**config.mk**
```make
export PLATFORM = sky130hd
export DESIGN_NAME = if_fetch_unit
export DESIGN_NICKNAME = d
export VERILOG_FILES = /design/src/rtl/rv_fetch_pkg.sv /design/src/rtl/fetch_queue.sv /design/src/rtl/if_fetch_unit.sv
export SDC_FILE = /design/constraint.sdc
export NUM_CORES = 1
export LEC_CHECK = 0
export ABC_AREA = 1
export CAP_MARGIN = 20
export CORE_MARGIN = 4
export CORE_UTILIZATION = 42
export DETAILED_ROUTE_END_ITERATION = 10
export GPL_TIMING_DRIVEN = 1
export HOLD_SLACK_MARGIN = 0.15
export PLACE_DENSITY = 0.6
export SLEW_MARGIN = 10
export SYNTH_ARGS = -nofsm -noshare
export SYNTH_HDL_FRONTEND = slang
export SYNTH_HIERARCHICAL = 1
export SYNTH_SLANG_ARGS = --single-unit
```
**constraint.sdc**
```tcl
create_clock -name clk -period 3.4 [get_ports clk]
set_input_delay 0.51 -clock clk [delete_from_list [all_inputs] [get_ports clk]]
set_output_delay 0.51 -clock clk [all_outputs]
set_load 0.02 [all_outputs]
```
**src/rtl/rv_fetch_pkg.sv**
```systemverilog
// Shared widths and the fetch-queue entry type for the instruction-fetch stage.
package rv_fetch_pkg;

   localparam int unsigned XLEN = 64;
   localparam int unsigned ILEN = 32;

   localparam logic [ILEN-1:0] NOP_INST = 32'h00000013;

   typedef struct packed {
      logic [XLEN-1:0] pc;
      logic [ILEN-1:0] inst;
   } fetch_entry_t;

endpackage

```
**src/rtl/fetch_queue.sv**
```systemverilog
// Synchronous FIFO of fetched {pc, inst} entries. The head is read straight
// from registered storage; flush empties the queue and overrides push/pop.
module fetch_queue
   import rv_fetch_pkg::*;
#(
   parameter int unsigned DEPTH = 4
) (
   input  logic                     clk,
   input  logic                     rstn,
   input  logic                     push,
   input  fetch_entry_t             push_data,
   input  logic                     pop,
   input  logic                     flush,
   output fetch_entry_t             head,
   output logic [$clog2(DEPTH):0]   count
);

   localparam int unsigned AW = $clog2(DEPTH);
   localparam int unsigned CW = AW + 1;

   fetch_entry_t   mem_q [DEPTH];
   fetch_entry_t   mem_d [DEPTH];
   logic [AW-1:0]  wr_ptr_q, wr_ptr_d;
   logic [AW-1:0]  rd_ptr_q, rd_ptr_d;
   logic [CW-1:0]  count_q, count_d;

   // Next-state for storage, pointers and occupancy.
   always_comb begin
      mem_d    = mem_q;
      wr_ptr_d = wr_ptr_q;
      rd_ptr_d = rd_ptr_q;
      count_d  = count_q;
      if (flush) begin
         wr_ptr_d = '0;
         rd_ptr_d = '0;
         count_d  = '0;
      end else begin
         if (push) begin
            mem_d[wr_ptr_q] = push_data;
            wr_ptr_d        = wr_ptr_q + AW'(1);
         end
         if (pop) begin
            rd_ptr_d = rd_ptr_q + AW'(1);
         end
         case ({push, pop})
            2'b10:   count_d = count_q + CW'(1);
            2'b01:   count_d = count_q - CW'(1);
            default: count_d = count_q;
         endcase
      end
   end

   // State registers; storage is cleared on reset so the head reads zero.
   always_ff @(posedge clk or negedge rstn) begin
      if (!rstn) begin
         mem_q    <= '{default: '0};
         wr_ptr_q <= '0;
         rd_ptr_q <= '0;
         count_q  <= '0;
      end else begin
         mem_q    <= mem_d;
         wr_ptr_q <= wr_ptr_d;
         rd_ptr_q <= rd_ptr_d;
         count_q  <= count_d;
      end
   end

   // Upstream credit accounting must never let a push land on a full queue.
   always_ff @(posedge clk) begin
      if (rstn && push && !pop && !flush) begin
         assert (count_q != CW'(DEPTH));
      end
   end

   // Head and occupancy outputs.
   always_comb begin
      head  = mem_q[rd_ptr_q];
      count = count_q;
   end

endmodule

```
**src/rtl/if_fetch_unit.sv**
```systemverilog
// Instruction-fetch stage: generates the PC, issues word reads to the
// instruction memory, buffers responses and hands them to decode. A redirect
// from execute flushes the queue and drops any response already in flight.
module if_fetch_unit
   import rv_fetch_pkg::*;
#(
   parameter int unsigned     DEPTH    = 4,
   parameter logic [XLEN-1:0] RESET_PC = '0
) (
   input  logic             clk,
   input  logic             rstn,
   output logic             imem_req,
   output logic [XLEN-1:0]  imem_addr,
   input  logic [ILEN-1:0]  imem_rdata,
   input  logic             redirect_valid,
   input  logic [XLEN-1:0]  redirect_pc,
   output logic             id_valid,
   input  logic             id_ready,
   output logic [ILEN-1:0]  id_inst,
   output logic [XLEN-1:0]  id_pc
);

   localparam int unsigned CW  = $clog2(DEPTH) + 1;
   localparam int unsigned CW1 = CW + 1;

   logic [XLEN-1:0] pc_q, pc_d;
   logic [XLEN-1:0] req_pc_q, req_pc_d;
   logic            inflight_q, inflight_d;
   logic            kill_q, kill_d;

   logic [CW-1:0]   q_count;
   fetch_entry_t    q_head;
   fetch_entry_t    q_push_data;
   logic            q_push;
   logic            q_pop;
   logic            deq;
   logic            issue;
   logic [CW1-1:0]  credit_used;
   logic            unused_redirect_lsbs;

   // Handshake, credit check and issue decision.
   always_comb begin
      id_valid    = (q_count != '0);
      deq         = id_valid & id_ready;
      // Slots already committed: occupied, plus one arriving, minus one leaving.
      credit_used = CW1'(q_count) + CW1'(inflight_q) - CW1'(deq);
      issue       = rstn & ~redirect_valid & (credit_used < CW1'(DEPTH));
      imem_req    = issue;
      imem_addr   = pc_q;
      q_push      = inflight_q & ~kill_q;
      q_pop       = deq;
      q_push_data = '{pc: req_pc_q, inst: imem_rdata};
      id_inst     = q_head.inst;
      id_pc       = q_head.pc;
      unused_redirect_lsbs = ^redirect_pc[1:0];
   end

   // PC, request-tracking and kill next-state; redirect takes priority.
   always_comb begin
      pc_d       = pc_q;
      req_pc_d   = req_pc_q;
      inflight_d = issue;
      kill_d     = 1'b0;
      if (redirect_valid) begin
         pc_d   = {redirect_pc[XLEN-1:2], 2'b00};
         kill_d = inflight_q;
      end else if (issue) begin
         pc_d     = pc_q + XLEN'(4);
         req_pc_d = pc_q;
      end
   end

   // Fetch state registers.
   always_ff @(posedge clk or negedge rstn) begin
      if (!rstn) begin
         pc_q       <= RESET_PC;
         req_pc_q   <= '0;
         inflight_q <= 1'b0;
         kill_q     <= 1'b0;
      end else begin
         pc_q       <= pc_d;
         req_pc_q   <= req_pc_d;
         inflight_q <= inflight_d;
         kill_q     <= kill_d;
      end
   end

   fetch_queue #(
      .DEPTH (DEPTH)
   ) u_queue (
      .clk       (clk),
      .rstn      (rstn),
      .push      (q_push),
      .push_data (q_push_data),
      .pop       (q_pop),
      .flush     (redirect_valid),
      .head      (q_head),
      .count     (q_count)
   );

endmodule

```
# Word level (Yosys, flattened, before mapping)
# Cells that the tools add are included.
dict set report classes {
  addsub 7
  n_mul 0
  div_mod_pow 0
  n_lt_le_gt_ge 4
  eq_ne 2
  n_shift 0
  muxes 15
  bitwise_logic 8
  n_reduce_logical 8
}
# operator n
set op_table {}
lappend op_table {{$bwmux W384} 1}
lappend op_table {{$mux W96} 3}
lappend op_table {{$bmux W96 S2} 1}
lappend op_table {{$demux W96 S2} 1}
lappend op_table {{$mux W64} 2}
lappend op_table {{$add A64 B3 Y64 const B} 1}
lappend op_table {{$mux W2} 4}
lappend op_table {{$ge A3 B3 Y1 const B} 2}
lappend op_table {{$not A2 Y3} 2}
lappend op_table {{$pmux W3 S2} 1}
lappend op_table {{$reduce_bool A2 Y1} 3}
lappend op_table {{$reduce_bool A3 Y1} 2}
lappend op_table {{$add A2 B1 Y2 const B} 2}
lappend op_table {{$add A3 B1 Y4} 1}
lappend op_table {{$and A1 B1 Y1} 4}
lappend op_table {{$lt A4 B3 Y1 const B} 1}
lappend op_table {{$reduce_and A2 Y1} 2}
lappend op_table {{$sub A4 B1 Y4} 1}
lappend op_table {{$add A3 B1 Y3 const B} 1}
lappend op_table {{$lt A3 B1 Y1 const B} 1}
lappend op_table {{$mux W3} 1}
lappend op_table {{$sub A3 B1 Y3 const B} 1}
lappend op_table {{$eq A2 B1 Y1 const B} 1}
lappend op_table {{$eq A2 B2 Y1 const B} 1}
lappend op_table {{other kinds (3)} 4}
dict set report totals {
  register_bits 521
  latchBits 0
  mem_bits_rw 0
  mem_bits_ro 0
  output_inout_bits 162
  mem_count 0
}

# Logic depth before layout (Yosys ltp)
dict set report logic_depth {
  word_depth 7
  ltp_mapped 17
  mapped_depth_nobuf 15
}

# By module
# The synthesis kept the hierarchy.
# module instances cells_each area_per_inst_um2 seq_area_each_um2
set modules_own_cells {}
lappend modules_own_cells {fetch_queue 1 1930 18622.9 9784.4}
lappend modules_own_cells {if_fetch_unit 1 1099 7444.6 3153.0}

# Least setup slack after synthesis
# Ideal clock, no wire load.
dict set report synth_path {
  path_kind {flip-flop to output port}
  start {reg u_queue.count_q[1], in the netlist u_queue/count[1]}
  end {out imem_req}
  arrival_time_ns 2.176
  required_ns 2.890
  setup_slack_ns 0.714
  path_stages_with_launch 16
  path_buffers 3
  path_cell_list {dfrtp_1 > inv_1 > nand3_1 > and2_1 > ha_1 > inv_1 > ha_1 > nand3_1 > nand2_1 > nand2_1 > nand2_1 > nand2_1 > buf_2 > inv_2 > buf_4 > buf_4}
}
dict set report synth_via {
  elab_chain_cells 5
  elab_cells_between_ends 6
}
# element line_no
set synth_lines {}
lappend synth_lines {{start: declaration} fetch_queue.sv:25} ;# logic [CW-1:0] count_q, count_d;
lappend synth_lines {{start signal: assignment} fetch_queue.sv:64} ;# count_q <= count_d;
lappend synth_lines {{$reduce_bool A3 Y1} if_fetch_unit.sv:43} ;# id_valid = (q_count != '0);
lappend synth_lines {{net id_valid} if_fetch_unit.sv:17} ;# output logic id_valid,
lappend synth_lines {{$and A1 B1 Y1} if_fetch_unit.sv:44} ;# deq = id_valid & id_ready;
lappend synth_lines {{net deq} if_fetch_unit.sv:36} ;# logic deq;
lappend synth_lines {{$sub A4 B1 Y4} if_fetch_unit.sv:46} ;# credit_used = CW1'(q_count) + CW1'(inflight_q) - CW1'(deq);
lappend synth_lines {{$lt A4 B3 Y1} if_fetch_unit.sv:47} ;# issue = rstn & ~redirect_valid & (credit_used < CW1'(DEPTH));
lappend synth_lines {{$and A1 B1 Y1} if_fetch_unit.sv:47}
lappend synth_lines {{end: declaration} if_fetch_unit.sv:12} ;# output logic imem_req,
# The timed path passes the listed nets, and every way through them passes these cells.

# Worst setup path in the final report
dict set report layout_path {
  start {reg u_queue.rd_ptr_q[0]}
  end {out id_pc[20]}
}
dict set report layout_via {
  elab_chain_cells 4
}
# element line_no
set layout_lines {}
lappend layout_lines {{start: declaration} fetch_queue.sv:24} ;# logic [AW-1:0] rd_ptr_q, rd_ptr_d;
lappend layout_lines {{start signal: assignment} fetch_queue.sv:63} ;# rd_ptr_q <= rd_ptr_d;
lappend layout_lines {{$not A2 Y3 (not written as such)} fetch_queue.sv:77} ;# head = mem_q[rd_ptr_q];
lappend layout_lines {{$bmux W96 S2} fetch_queue.sv:77}
lappend layout_lines {{$mux W96 (not written as such) (2 in series)} fetch_queue.sv:77}
lappend layout_lines {{end: declaration} if_fetch_unit.sv:20} ;# output logic [XLEN-1:0] id_pc
# Every way passes these cells. The select of a mux whose other input is x is not followed.

==> results.ini <==
[clock_network]
cts.sinks = 517
htreeDepth = 2
cts-root-buf = clkbuf_16
clockBufferDepth = 3
path_clk_slew_ps = 60
clock_latency_ps = 600
numCtsBuffers = 56
cts_tree = done

[global_route]
grt_pass1_wl_um = 120000
first_global_vias = 20806
grt_use_total = 0.226
grt.overflow.total = 0
grt_start_max_net_pins = 156
grt_antenna_before_repair = 0

[critical_path]
critical_path_depth = 5
critical_path.cell_chain = inv_6 > buf_12 > o21ai_0 > o22ai_1 > clkdlybuf4s50_1
cpMaxStageDelayCell = clkdlybuf4s50_1
crit_required_ps = 2890
crit_end = id_pc[20]
criticalPathCategory = flop to primary output
path_buf_inv = 3
startpoint = u_queue/rd_ptr_q[0]
critPathCaptureType = primary output
worstRegToRegCells = 17
cpLargestDelayFamily = buffers and inverters
worstSetupStartpointType = flop
cp_data_arrival_time_ps = 2780
rrSetupSlack_ps = 630
reg2reg_from = u_queue/count[1]
path_max_fanout = 68
timing.rr.end = imem_addr[16]
cpPeakStageDelay_ps = 670

[drt]
dr.pass1.iters = 5
first_iter_violations = 1609
wl_um = 75600
vias_per_cell = 5.16
wl_per_cell_um = 18.5
vias = 21128
drc = 0
drtAntennaViolNets = 0

[yosys]
synth_seq_cells = 517
avgSynthCellArea_um2 = 8.61
mappedNetlistArea_um2 = 26100
async_flop_share = 1.00
synth_area_leader_cell = dfrtp_1
synth-seq-area-share = 0.496
synth_enable_flop_cells = 0
synthCells = 3029
synth_commonest_cells = nand2_1, dfrtp_1, o21ai_2
synth_warnings = 6
yosysTopAreaCellShare = 0.496
ys_top_cells_by_area = dfrtp_1, nand2_1, o21ai_2
synth_cell_types = 35
ys.flop_type = dfrtp_1
yosysMostFrequentCell = nand2_1

[layout]
drive_gt1_frac = 0.167
num-fill-cells = 5852
finalNetCount = 3324
final_cell_area_um2 = 30800
diodes = 0
fin_util = 0.500
area_growth_pct = 18.1

[placement]
io_buffer_count = 257
placed_cell_area_um2 = 28900
place.gp.congestion = 0.935
dp_hpwl_um = 50300

[sta]
max_freq_ghz = 0.304
fin_crit_ps = 3290
skew_ps = 15.1
hold_violations = 0
tns_ps = 0
maxSlewHeadroom = 0.368
final-setup-viol-count = 0
rsz0062_at_grt = false
slew_violations = 0
fin_crit_sh = 0.969
tightest_slew_ps = 949

[run]
drv_cap = 0

[outcome]
status = finished, final reports clean

[floorplan]
ioPinCount = 262
die_h_um = 257
start_util = 0.423
die_w_um = 257
core_um2 = 61600
die-area_um2 = 66100
rows = 91

[pwr]
cellPowerDensity_nw_per_um2 = 891
max-vdd-ir-drop_mv = 0.384
power_leakage_uw = 0.0145

[worst_hold_path]
hold_path_class = input port to asynchronous set/reset pin

registers in the layout, indices dropped and copies added (netlist names):
register	cells
u_queue/count	3
imem_addr	62
u_queue/rd_ptr_q	2
u_queue/wr_ptr_q	2
u_queue/mem_q	384
req_pc_q	62
inflight_q	1
kill_q	1
report_power, final:
part	internal [uW]	switching [uW]	total, uW
Combinational	4490	7130	11600
Sequential	7990	1710	9700
Clock	3690	2460	6150
Total	16200	11300	27500
worst register-to-register path: cells and delay by family (launching register included):
family / cells / cell delay (ps)
adders and majority gates: 2 / 390
and+or+nand+nor: 10 / 970
buffers and inverters: 5 / 900
DFF: 1 / 440
kinds of logic (layout without fill, tap and decap cells):
group	Yosys count	count (layout)	share of synthesized area
adder cells (fa/ha/maj)	9	9	0.00461
AO/OA/AOI/OAI	760	760	0.200
AND/OR/NAND/NOR	1313	1313	0.204
flip-flops	517	517	0.496
buffers and inverters	413	636	0.0897
XOR/XNOR	16	16	0.00538
other	1	4	0.000144
metal layers:
metal	GRT usage	wire [um]	vias to the layer above
met3	0.0359	4130	102
met2	0.357	34600	602
met1	0.326	34800	10117
met5	0	0	-
li1	-	-	10307
met4	0.0606	2010	0
worst min path at each step:
stage	startpoint	to	slack [ps]	depth (start not counted)
CTS	redirect_valid	u_queue/wr_ptr_q[0]	370	4
global route	rstn	u_queue/mem_q[24]	410	2
finish	rstn	u_queue/mem_q[125]	400	2
detailed placement	rstn	u_queue/mem_q[29]	430	1
floorplan	rstn	imem_addr[10]	210	0
global placement	rstn	u_queue/mem_q[221]	430	1
layout by cell type (no fill, tap or decap), types with 5 or more instances in the layout:
master and n:
nand2_1 849, dfrtp_1 515, o21ai_2 334, nor2_1 293
o21ai_0 238, clkdlybuf4s50_1 231, inv_1 218, nand3_1 116
o22ai_1 96, o21ai_1 76, clkbuf_16 57, buf_4 44
buf_12 25, clkbuf_8 12, clkbuf_1 12, nor2_2 11
nand4_1 11, xor2_1 11, clkinv_2 11, inv_2 9
nand2_2 9, ha_1 8, a22oi_1 6, nor2_4 5
a21oi_1 5, o211ai_1 5, xnor2_1 5, bufinv_16 5
stage by stage:
step                total power (uW)  setup slack (ps)  std cells  hold WS [ps]
finish                         27500               106       4092           402
detailed placement             21400              77.9       3991           433
global route                   29300              16.0       4092           410
CTS                            27800              17.7       4092           368
global placement               21200              33.7       3991           434
floorplan                      16600               714       3032           214
cell type report:
| type | count | area, um2 | area share |
|---|---|---|---|
| clock buffers | 81 | 1640 | 0.0531 |
| clock inverters | 17 | 214 | 0.00695 |
| inverters | 229 | 865 | 0.0281 |
| multi-input cells | 2102 | 10800 | 0.352 |
| flip-flops and latches | 517 | 12900 | 0.420 |
| well taps | 837 | 1050 | 0.0340 |
| repair buffers | 309 | 3250 | 0.105 |
repair_timing:
action / 4_1_cts / 5_1_grt
setup buffers: 2 / 0
hold endpoints to repair: 33 / 0
hold buffers: 1 / 0
endpoints found under the setup margin: 27 / 2
resized for setup: 3 / 3
No activity file was read; power rests on OpenSTA's default activity.
